==> config.mk <==
export PLATFORM = sky130hd
export DESIGN_NAME = instr_sequencer_flat
export DESIGN_NICKNAME = d
export VERILOG_FILES = /design/src/rtl/instr_sequencer_if.sv /design/src/rtl/instr_sequencer.sv /design/src/flat_wrapper.sv
export SDC_FILE = /design/constraint.sdc
export NUM_CORES = 1
export LEC_CHECK = 0
export ABC_AREA = 1
export BUFFER_PORTS_ARGS = -buffer_cell sky130_fd_sc_hd__buf_4
export CAP_MARGIN = 20
export CORE_ASPECT_RATIO = 2
export CORE_MARGIN = 10
export CORE_UTILIZATION = 53
export CTS_CLUSTER_DIAMETER = 40
export DETAILED_ROUTE_END_ITERATION = 7
export PLACE_DENSITY = 0.8
export RECOVER_POWER = 100
export SETUP_SLACK_MARGIN = 0.3
export SLEW_MARGIN = 5
export SYNTH_ARGS = -nofsm -noshare
export SYNTH_HDL_FRONTEND = slang
export SYNTH_SLANG_ARGS = --single-unit
==> constraint.sdc <==
create_clock -name clk -period 2 [get_ports clk]
set_input_delay 0.2 -clock clk [delete_from_list [all_inputs] [get_ports clk]]
set_output_delay 0.2 -clock clk [all_outputs]
set_load 0.02 [all_outputs]
==> src/rtl/instr_sequencer_if.sv <==
// Fetch, register-file, ALU and data-memory signals between the sequencer and the datapath.
// The master side is the sequencer. The slave side is the fetch/datapath/memory environment.
interface instr_sequencer_if;
   logic        instr_valid;
   logic [15:0] instr;
   logic        instr_ready;
   logic [2:0]  rf_addrA;
   logic [2:0]  rf_addrB;
   logic [2:0]  rf_addrR;
   logic        rf_we;
   logic [2:0]  alu_op;
   logic        alu_src_imm;
   logic [15:0] imm;
   logic        wb_sel;
   logic        mem_req;
   logic        mem_we;
   logic        mem_ready;

   modport master (
      input  instr_valid, instr, mem_ready,
      output instr_ready, rf_addrA, rf_addrB, rf_addrR, rf_we,
             alu_op, alu_src_imm, imm, wb_sel, mem_req, mem_we
   );

   modport slave (
      output instr_valid, instr, mem_ready,
      input  instr_ready, rf_addrA, rf_addrB, rf_addrR, rf_we,
             alu_op, alu_src_imm, imm, wb_sel, mem_req, mem_we
   );
endinterface

==> src/rtl/instr_sequencer.sv <==
// Multi-cycle control FSM for the 16-bit CPU: accept, decode, execute, memory, writeback.
// Counts retired instructions and flags illegal opcodes and memory timeouts.
module instr_sequencer #(
   parameter int WAIT_MAX = 15,
   parameter int CNT_W    = 16
) (
   input  logic             clk,
   input  logic             reset_n,
   instr_sequencer_if.master bus,
   output logic             illegal,
   output logic             mem_err,
   output logic             halted,
   output logic [CNT_W-1:0] retired
);

   typedef enum logic [2:0] {
      S_IDLE,
      S_DECODE,
      S_EXEC,
      S_MEM,
      S_WB,
      S_HALT
   } state_t;

   localparam logic [3:0] OP_NOP  = 4'h0;
   localparam logic [3:0] OP_ADD  = 4'h1;
   localparam logic [3:0] OP_SUB  = 4'h2;
   localparam logic [3:0] OP_AND  = 4'h3;
   localparam logic [3:0] OP_OR   = 4'h4;
   localparam logic [3:0] OP_XOR  = 4'h5;
   localparam logic [3:0] OP_ADDI = 4'h6;
   localparam logic [3:0] OP_LD   = 4'h7;
   localparam logic [3:0] OP_ST   = 4'h8;
   localparam logic [3:0] OP_HALT = 4'hF;

   // Last MEM cycle index (counter starts at 0 on MEM entry).
   localparam logic [7:0]       WAIT_LAST = 8'(WAIT_MAX - 1);
   localparam logic [CNT_W-1:0] RET_ONE   = CNT_W'(1);

   state_t           state_reg;
   logic [15:0]      ir_reg;
   logic [7:0]       wait_cnt_reg;
   logic [CNT_W-1:0] retired_reg;
   logic             instr_ready_reg;
   logic             rf_we_reg;
   logic             mem_req_reg;
   logic             mem_we_reg;
   logic             illegal_reg;
   logic             mem_err_reg;
   logic             halted_reg;

   logic [3:0]  op;
   logic [2:0]  rd;
   logic [2:0]  rs1;
   logic [2:0]  rs2;
   logic [2:0]  alu_op_next;
   logic        is_alu_wb;
   logic        is_mem;

   assign op  = ir_reg[15:12];
   assign rd  = ir_reg[11:9];
   assign rs1 = ir_reg[8:6];
   assign rs2 = ir_reg[5:3];

   always_comb begin
      alu_op_next = 3'd0;
      is_alu_wb   = 1'b0;
      is_mem      = 1'b0;
      case (op)
         OP_ADD:  begin alu_op_next = 3'd0; is_alu_wb = 1'b1; end
         OP_SUB:  begin alu_op_next = 3'd1; is_alu_wb = 1'b1; end
         OP_AND:  begin alu_op_next = 3'd2; is_alu_wb = 1'b1; end
         OP_OR:   begin alu_op_next = 3'd3; is_alu_wb = 1'b1; end
         OP_XOR:  begin alu_op_next = 3'd4; is_alu_wb = 1'b1; end
         OP_ADDI: begin alu_op_next = 3'd0; is_alu_wb = 1'b1; end
         OP_LD:   begin alu_op_next = 3'd0; is_mem    = 1'b1; end
         OP_ST:   begin alu_op_next = 3'd0; is_mem    = 1'b1; end
         default: ;
      endcase
   end

   // Datapath steering comes straight from IR, so it stays stable for the whole instruction.
   assign bus.rf_addrA    = rs1;
   assign bus.rf_addrB    = (op == OP_ST) ? rd : rs2;
   assign bus.rf_addrR    = rd;
   assign bus.alu_op      = alu_op_next;
   assign bus.alu_src_imm = (op == OP_ADDI) || (op == OP_LD) || (op == OP_ST);
   assign bus.imm         = {{10{ir_reg[5]}}, ir_reg[5:0]};
   assign bus.wb_sel      = (op == OP_LD);

   assign bus.instr_ready = instr_ready_reg;
   assign bus.rf_we       = rf_we_reg;
   assign bus.mem_req     = mem_req_reg;
   assign bus.mem_we      = mem_we_reg;
   assign illegal         = illegal_reg;
   assign mem_err         = mem_err_reg;
   assign halted          = halted_reg;
   assign retired         = retired_reg;

   always_ff @(posedge clk or negedge reset_n) begin
      if (!reset_n) begin
         state_reg       <= S_IDLE;
         ir_reg          <= 16'h0000;
         wait_cnt_reg    <= 8'd0;
         retired_reg     <= '0;
         instr_ready_reg <= 1'b1;
         rf_we_reg       <= 1'b0;
         mem_req_reg     <= 1'b0;
         mem_we_reg      <= 1'b0;
         illegal_reg     <= 1'b0;
         mem_err_reg     <= 1'b0;
         halted_reg      <= 1'b0;
      end else begin
         illegal_reg <= 1'b0;
         mem_err_reg <= 1'b0;
         case (state_reg)
            S_IDLE: begin
               if (bus.instr_valid && instr_ready_reg) begin
                  ir_reg          <= bus.instr;
                  instr_ready_reg <= 1'b0;
                  state_reg       <= S_DECODE;
               end
            end
            S_DECODE: begin
               state_reg <= S_EXEC;
            end
            S_EXEC: begin
               if (is_alu_wb) begin
                  rf_we_reg <= 1'b1;
                  state_reg <= S_WB;
               end else if (is_mem) begin
                  mem_req_reg  <= 1'b1;
                  mem_we_reg   <= (op == OP_ST);
                  wait_cnt_reg <= 8'd0;
                  state_reg    <= S_MEM;
               end else if (op == OP_HALT) begin
                  halted_reg  <= 1'b1;
                  retired_reg <= retired_reg + RET_ONE;
                  state_reg   <= S_HALT;
               end else begin
                  // NOP and undefined opcodes both retire without side effects.
                  illegal_reg     <= (op != OP_NOP);
                  retired_reg     <= retired_reg + RET_ONE;
                  instr_ready_reg <= 1'b1;
                  state_reg       <= S_IDLE;
               end
            end
            S_MEM: begin
               if (bus.mem_ready) begin
                  mem_req_reg <= 1'b0;
                  mem_we_reg  <= 1'b0;
                  if (op == OP_LD) begin
                     rf_we_reg <= 1'b1;
                     state_reg <= S_WB;
                  end else begin
                     retired_reg     <= retired_reg + RET_ONE;
                     instr_ready_reg <= 1'b1;
                     state_reg       <= S_IDLE;
                  end
               end else if (wait_cnt_reg == WAIT_LAST) begin
                  mem_req_reg     <= 1'b0;
                  mem_we_reg      <= 1'b0;
                  mem_err_reg     <= 1'b1;
                  retired_reg     <= retired_reg + RET_ONE;
                  instr_ready_reg <= 1'b1;
                  state_reg       <= S_IDLE;
               end else begin
                  wait_cnt_reg <= wait_cnt_reg + 8'd1;
               end
            end
            S_WB: begin
               rf_we_reg       <= 1'b0;
               retired_reg     <= retired_reg + RET_ONE;
               instr_ready_reg <= 1'b1;
               state_reg       <= S_IDLE;
            end
            S_HALT: begin
               state_reg <= S_HALT;
            end
            default: begin
               state_reg       <= S_IDLE;
               instr_ready_reg <= 1'b1;
            end
         endcase
      end
   end

endmodule

==> src/flat_wrapper.sv <==
// flat-port wrapper written by rule: the top's interface ports become plain ports
module instr_sequencer_flat 
#(
   parameter int WAIT_MAX = 15,
   parameter int CNT_W    = 16
)
  (clk, reset_n, illegal, mem_err, halted, retired, bus_instr_valid, bus_instr, bus_mem_ready, bus_instr_ready, bus_rf_addrA, bus_rf_addrB, bus_rf_addrR, bus_rf_we, bus_alu_op, bus_alu_src_imm, bus_imm, bus_wb_sel, bus_mem_req, bus_mem_we);
  instr_sequencer_if bus_i ();
  input  logic clk;
  input  logic reset_n;
  output logic illegal;
  output logic mem_err;
  output logic halted;
  output logic [CNT_W-1:0] retired;
  input wire logic [$bits(bus_i.instr_valid)-1:0] bus_instr_valid;
  input wire logic [$bits(bus_i.instr)-1:0] bus_instr;
  input wire logic [$bits(bus_i.mem_ready)-1:0] bus_mem_ready;
  output wire logic [$bits(bus_i.instr_ready)-1:0] bus_instr_ready;
  output wire logic [$bits(bus_i.rf_addrA)-1:0] bus_rf_addrA;
  output wire logic [$bits(bus_i.rf_addrB)-1:0] bus_rf_addrB;
  output wire logic [$bits(bus_i.rf_addrR)-1:0] bus_rf_addrR;
  output wire logic [$bits(bus_i.rf_we)-1:0] bus_rf_we;
  output wire logic [$bits(bus_i.alu_op)-1:0] bus_alu_op;
  output wire logic [$bits(bus_i.alu_src_imm)-1:0] bus_alu_src_imm;
  output wire logic [$bits(bus_i.imm)-1:0] bus_imm;
  output wire logic [$bits(bus_i.wb_sel)-1:0] bus_wb_sel;
  output wire logic [$bits(bus_i.mem_req)-1:0] bus_mem_req;
  output wire logic [$bits(bus_i.mem_we)-1:0] bus_mem_we;
  assign bus_i.instr_valid = bus_instr_valid;
  assign bus_i.instr = bus_instr;
  assign bus_i.mem_ready = bus_mem_ready;
  assign bus_instr_ready = bus_i.instr_ready;
  assign bus_rf_addrA = bus_i.rf_addrA;
  assign bus_rf_addrB = bus_i.rf_addrB;
  assign bus_rf_addrR = bus_i.rf_addrR;
  assign bus_rf_we = bus_i.rf_we;
  assign bus_alu_op = bus_i.alu_op;
  assign bus_alu_src_imm = bus_i.alu_src_imm;
  assign bus_imm = bus_i.imm;
  assign bus_wb_sel = bus_i.wb_sel;
  assign bus_mem_req = bus_i.mem_req;
  assign bus_mem_we = bus_i.mem_we;
  instr_sequencer #(.WAIT_MAX(WAIT_MAX), .CNT_W(CNT_W)) u_core (.clk(clk), .reset_n(reset_n), .bus(bus_i), .illegal(illegal), .mem_err(mem_err), .halted(halted), .retired(retired));
endmodule
# After elaboration in Yosys (flattened, before gate mapping)
# Index checks and enable logic that the tools add are counted.
# W data, S select, Z words.
# totals
regBits	50
input_bits	20
output_inout_bits	53
word_cells	111
# classes
add_sub_neg	2
n_eq_ne	27
mux	50
bitwise	3
n_reduce_logical	18
# op_table
operator	count
$mux W16	5
$pmux W16 S3	1
$mux W8	4
$mux W1	25
$mux W3	8
$add A16 B1 Y16 const B	1
$eq A4 B3 Y1 const B	4
$pmux W8 S2	1
$pmux W3 S5	1
$ne A2 B2 Y1 const B	7
$pmux W3 S4	1
$reduce_and A4 Y1	3
$reduce_and A5 Y1	2
$add A8 B1 Y8 const B	1
$eq A4 B2 Y1 const B	2
$eq A4 B4 Y1 const B	2
$eq A8 B4 Y1 const B	1
$reduce_and A7 Y1	1
$eq A3 B2 Y1 const B	2
$eq A3 B3 Y1 const B	2
$ne A2 B1 Y1 const B	3
$reduce_or A6 Y1	1
$eq A4 B1 Y1 const B	1
$pmux W1 S2	2
other kinds (14)	19

# Depth between registers and ports, before layout
# depth
word_depth	6
mapped_depth	12

# Least setup slack after synthesis
# OpenSTA, ideal clock, no wires.
# synth_path
path_kind	register -> register
startpoint	register u_core.ir_reg[15]
endpoint	register u_core.retired_reg[8], in the netlist u_core.retired[8]
setup_ns	0.065
arrival_ns	1.597
required_ns	1.935
slack_ns	0.338
stages_incl_launch_ff	11
n_path_buf	1
cell_sequence	dfrtp_1 -> inv_1 -> nand2_1 -> nor2_1 -> nand3_2 -> nand2_1 -> nor2_1 -> nand2_4 -> buf_6 -> nand2_1 -> nand2_1
# synth_between
elab_chain_cells	5
word_cells_on_any_way	16
cone_classes	11 x eq/ne; 2 x mux; 3 x reduce/logical
# synth_rtl
item	line_no	text
start: declaration	instr_sequencer.sv:41	logic [15:0] ir_reg;
start signal: assignment	instr_sequencer.sv:119	ir_reg <= bus.instr;
$eq A4 B3 Y1 (*)	n/a	
via bus_wb_sel	flat_wrapper.sv:26	output wire logic [$bits(bus_i.wb_sel)-1:0] bus_wb_sel;
$reduce_or A2 Y1 (no source line)	n/a	
$mux W1	instr_sequencer.sv:69	case (op)
$ne A2 B2 Y1 (no source line)	n/a	
$reduce_and A5 Y1 (no source line) (*)	n/a	
end signal: assignment	instr_sequencer.sv:138	retired_reg <= retired_reg + RET_ONE;
end signal: assignment	instr_sequencer.sv:143	retired_reg <= retired_reg + RET_ONE;
end signal: assignment	instr_sequencer.sv:156	retired_reg <= retired_reg + RET_ONE;
end: declaration	instr_sequencer.sv:43	logic [CNT_W-1:0] retired_reg;
# The timed path passes the listed nets; every way through them passes the cells marked *.
# A chain may end at the register's enable or synchronous reset.

# Worst setup path after layout
# layout_path
startpoint	register u_core.ir_reg[15]
endpoint	output port bus_alu_op[2]
# layout_between
elab_chain_cells	2
word_cells_on_any_way	5
cone_classes	4 x eq/ne; 1 x mux
# layout_rtl
item	line_no	text
$eq A4 B3 Y1 or $eq A4 B2 Y1 (tied branches)	instr_sequencer.sv:69	
$pmux W3 S4 (*)	instr_sequencer.sv:69	
end: declaration	flat_wrapper.sv:23	output wire logic [$bits(bus_i.alu_op)-1:0] bus_alu_op;
# Mark *: on every way between the ends. The rest lies on a longest branch, timed or not.

==> summary.md <==
| Metric | Value |
|---|---|
| 1st-iter DRT viols | `91` |
| Simple-gate portion of the synthesized area | `32.69%` |
| Post-synthesis sequential area ratio | `43.17%` |
| Pre-antenna DRT Iters | `4` |
| Chip Width | `72.32 um` |
| Largest net degree at the start of global routing | `51` |
| Longest Clk Path Bufs | `2` |
| Max Clk Rate | `584.4 MHz` |
| Cell Area, Synth | `2902 um2` |
| Storage element area | `1254 um2` |
| Post-route cell area | `3346 um2` |
| Die H | `124.6 um` |
| Worst skew pair latency | `0.32 ns` |
| Synth Area in XOR/XNOR | `3.622%` |
| EDFF count, synth | `0` |
| Startpoint Class | `register` |
| First-pass GRT wire length | `12.01 mm` |
| Synth Area in Compound Gates | `4.183%` |
| Clock transition at path regs | `0.10 ns` |
| Worst-path fanout max | `6` |
| Slew headroom | `15.89%` |
| Minimum clock period | `1.711 ns` |
| Detailed-placement wirelength estimate | `5.626 mm` |
| Dominant cell type by area after synthesis | `dfrtp_1` |
| Critical Setup Path Class | `reg2out` |
| Syn Inst Count | `369` |
| Pwr Density | `1447 nW/um2` |
| Top-area cell type share of the netlist area | `42.26%` |
| DRC | `0` |
| Main combinational cell family by area after synthesis | `simple AND/OR/NAND/NOR gates` |
| Outcome | `completed` |
| CTS tree | `done` |
| Adder-Cell Fraction of Synth Area | `1.294%` |
| Mux share of post-synthesis cell area | `3.881%` |
| Critical Path End | `bus_alu_op[2]` |
| Synthesis Warnings | `0` |
| Share of layout cells above drive strength 1 | `15.85%` |
| # nets final | `451` |
| Slew Limit Fails | `0` |
| Die area | `9014 um2` |
| DP Area | `3321 um2` |
| Setup total negative slack | `0 ns` |
| Clk sink count | `50` |
| Vias per cell | `5.342` |
| Hold crit path type | `in2reg` |
| H-tree levels | `2` |
| Area occupied by multi-input gates | `1373 um2` |
| Top cells by area, synth | `dfrtp_1, nand2_1, buf_4, nor2_1, nand3_1` |
| Reg2Reg Setup Slack | `0.34 ns` |
| FFs w/ async S/R, synth | `100.0%` |
| Num CTS Buffers | `5` |
| FILL cells | `530` |
| Core ar. | `5373 um2` |
| Avg Synthesized Cell Area | `7.863 um2` |
| Post-Place Worst Slack | `0.3209 ns` |
| GPL Wtd Cong | `0.8448` |
| CP arrival | `1.51 ns` |
| Io pins | `73` |
| Cell leakage power | `1.655 nW` |
| Final setup viols | `0` |
| Critical Path RT | `1.80 ns` |
| Synth Flop Type | `dfrtp_1` |
| Distinct cells, synth | `31` |
| Layout area overhead | `15.31%` |
| Number of core rows | `38` |
| Reg2Reg Launch Point | `u_core.state_reg[2]$_DFFE_PN0P_` |
| Max cap viols | `0` |
| Worst-Margin Slew | `1.262 ns` |
| Util after Layout | `62.27%` |
| Mapped Nets | `392` |
| WL final | `7.515 mm` |
| GRT Residual Overflow | `0` |
| Initial antenna violation count | `0` |
| Avg WL per Cell | `15.37 um` |
| GR Util All Layers | `16.47%` |
| Fin crit share | `85.55%` |
| R2R cell count | `9` |
| Diodes inserted | `0` |
| Max IR drop VDD | `0.001183 V` |
| Crit. End Element | `output pin` |
| Hold Vio Cnt, Final | `0` |
| Initial Util | `54.01%` |
| Root buffer cell | `clkbuf_8` |
| Antenna viol nets, final | `0` |
| RSZ-0062 raised after global routing | `true` |
| Reg-to-reg critical path endpoint | `u_core.retired[2]$_DFFE_PN0P_` |
| Port bufs | `72` |
| Final worst clock skew | `0.007279 ns` |
| DR vias | `2612` |
| Vias in the first global route | `2622` |
| Critical path startpoint | `u_core.ir_reg[15]$_DFFE_PN0P_` |
| Setup ws final | `0.2889 ns` |
| FF+latch count, synth | `50` |
layout by cell type, fill, tap and decap left out, drive strengths merged:
master | synthesis | final
a21oi | 11 | 11
and2 | 1 | 1
buf | 27 | 29
bufinv | 0 | 1
clkbuf | 1 | 54
clkinvlp | 0 | 2
dfrtp | 49 | 49
dfstp | 1 | 1
dlygate4sd3 | 0 | 1
ha | 3 | 3
inv | 28 | 28
mux2 | 10 | 10
nand2 | 122 | 123
nand3 | 29 | 29
nand3b | 1 | 1
nand4 | 7 | 7
nor2 | 46 | 46
nor3 | 7 | 7
o211ai | 1 | 1
o21ai | 9 | 9
o21bai | 1 | 1
o22ai | 1 | 1
or2 | 2 | 2
xnor2 | 4 | 4
xor2 | 8 | 8
power breakdown:
part           total [W]  internal (W)  switching (W)  leakage, nW
combinational    0.00244      0.000833        0.00161        0.971
clock           0.000733      0.000372       0.000361       0.0504
sequential       0.00167       0.00133       0.000336        0.633
total            0.00484       0.00254        0.00230         1.65
worst min path at each step:
stage / slack, ns / startpoint / cells after the start / to
floorplan: -0.1 / reset_n / 0 / u_core.bus.mem_req$_DFFE_PN0P_
finish: 0.10 / bus_instr[0] / 2 / u_core.ir_reg[0]$_DFFE_PN0P_
global placement: 0.26 / reset_n / 1 / u_core.bus.mem_req$_DFFE_PN0P_
detailed placement: 0.27 / reset_n / 1 / u_core.halted$_DFFE_PN0P_
CTS: 0.1 / bus_instr[4] / 2 / u_core.ir_reg[4]$_DFFE_PN0P_
global route: 0.1 / bus_instr[2] / 2 / u_core.ir_reg[2]$_DFFE_PN0P_
final cells by class:
type | instances | area share, %
Multi-Input combinational cell | 264 | 41.02
Sequential cell | 50 | 37.47
Timing Repair Buffer | 79 | 12.72
Inverter | 28 | 3.141
Tap cell | 60 | 2.244
Clock buffer | 5 | 2.057
Clock inverter | 3 | 1.346
per-stage QoR:
stage | cells | hold slack (ns) | total power, W
floorplan | 369 | -0.09559 | 0.003554
global placement | 476 | 0.2572 | 0.004139
detailed placement | 476 | 0.2681 | 0.004209
CTS | 486 | 0.09707 | 0.005047
global route | 489 | 0.09688 | 0.005186
finish | 489 | 0.1041 | 0.004840
critical path, cell delays in order, from the launching register on:
cell and delay, ns:
dfrtp_1 0.48, inv_1 0.16, nand2_1 0.11, nor3_1 0.18
clkbuf_1 0.26
synth_stat cells, drive strengths merged, types with 2 or more instances:
master / instances
xnor2: 4
nand3: 29
nand2: 122
nand4: 7
xor2: 8
nor2: 46
inv: 28
mux2: 10
nor3: 7
buf: 27
a21oi: 11
o21ai: 9
ha: 3
dfrtp: 49
or2: 2
metal layers:
metal  vias to the layer above  share of wire (%)  track usage, %
li1                       1269                  -               -
met1                      1231                 34           15.60
met2                        82                 56           29.75
met3                        30                5.6           5.024
met4                         0                4.7           8.591
met5                         -                  0               0
kinds of logic (layout without fill, tap and decap cells):
| kind of cell | Yosys count | after routing |
|---|---|---|
| xor+xnor | 12 | 12 |
| simple gates | 215 | 216 |
| flops | 50 | 50 |
| fa+ha+maj | 3 | 3 |
| mux | 10 | 10 |
| compound gates | 23 | 23 |
| buf+inv | 56 | 115 |
what timing repair did:
item                                    in CTS  in global routing
cloned                                       0                  1
setup buffers                                1                  2
gates resized for setup                      3                 13
endpoints found under the setup margin       5                 21
hold endpoints to repair                    49                  0
hold buffers                                 1                  0
pin swaps                                    1                  1
Power figures use the tool's default switching activity.
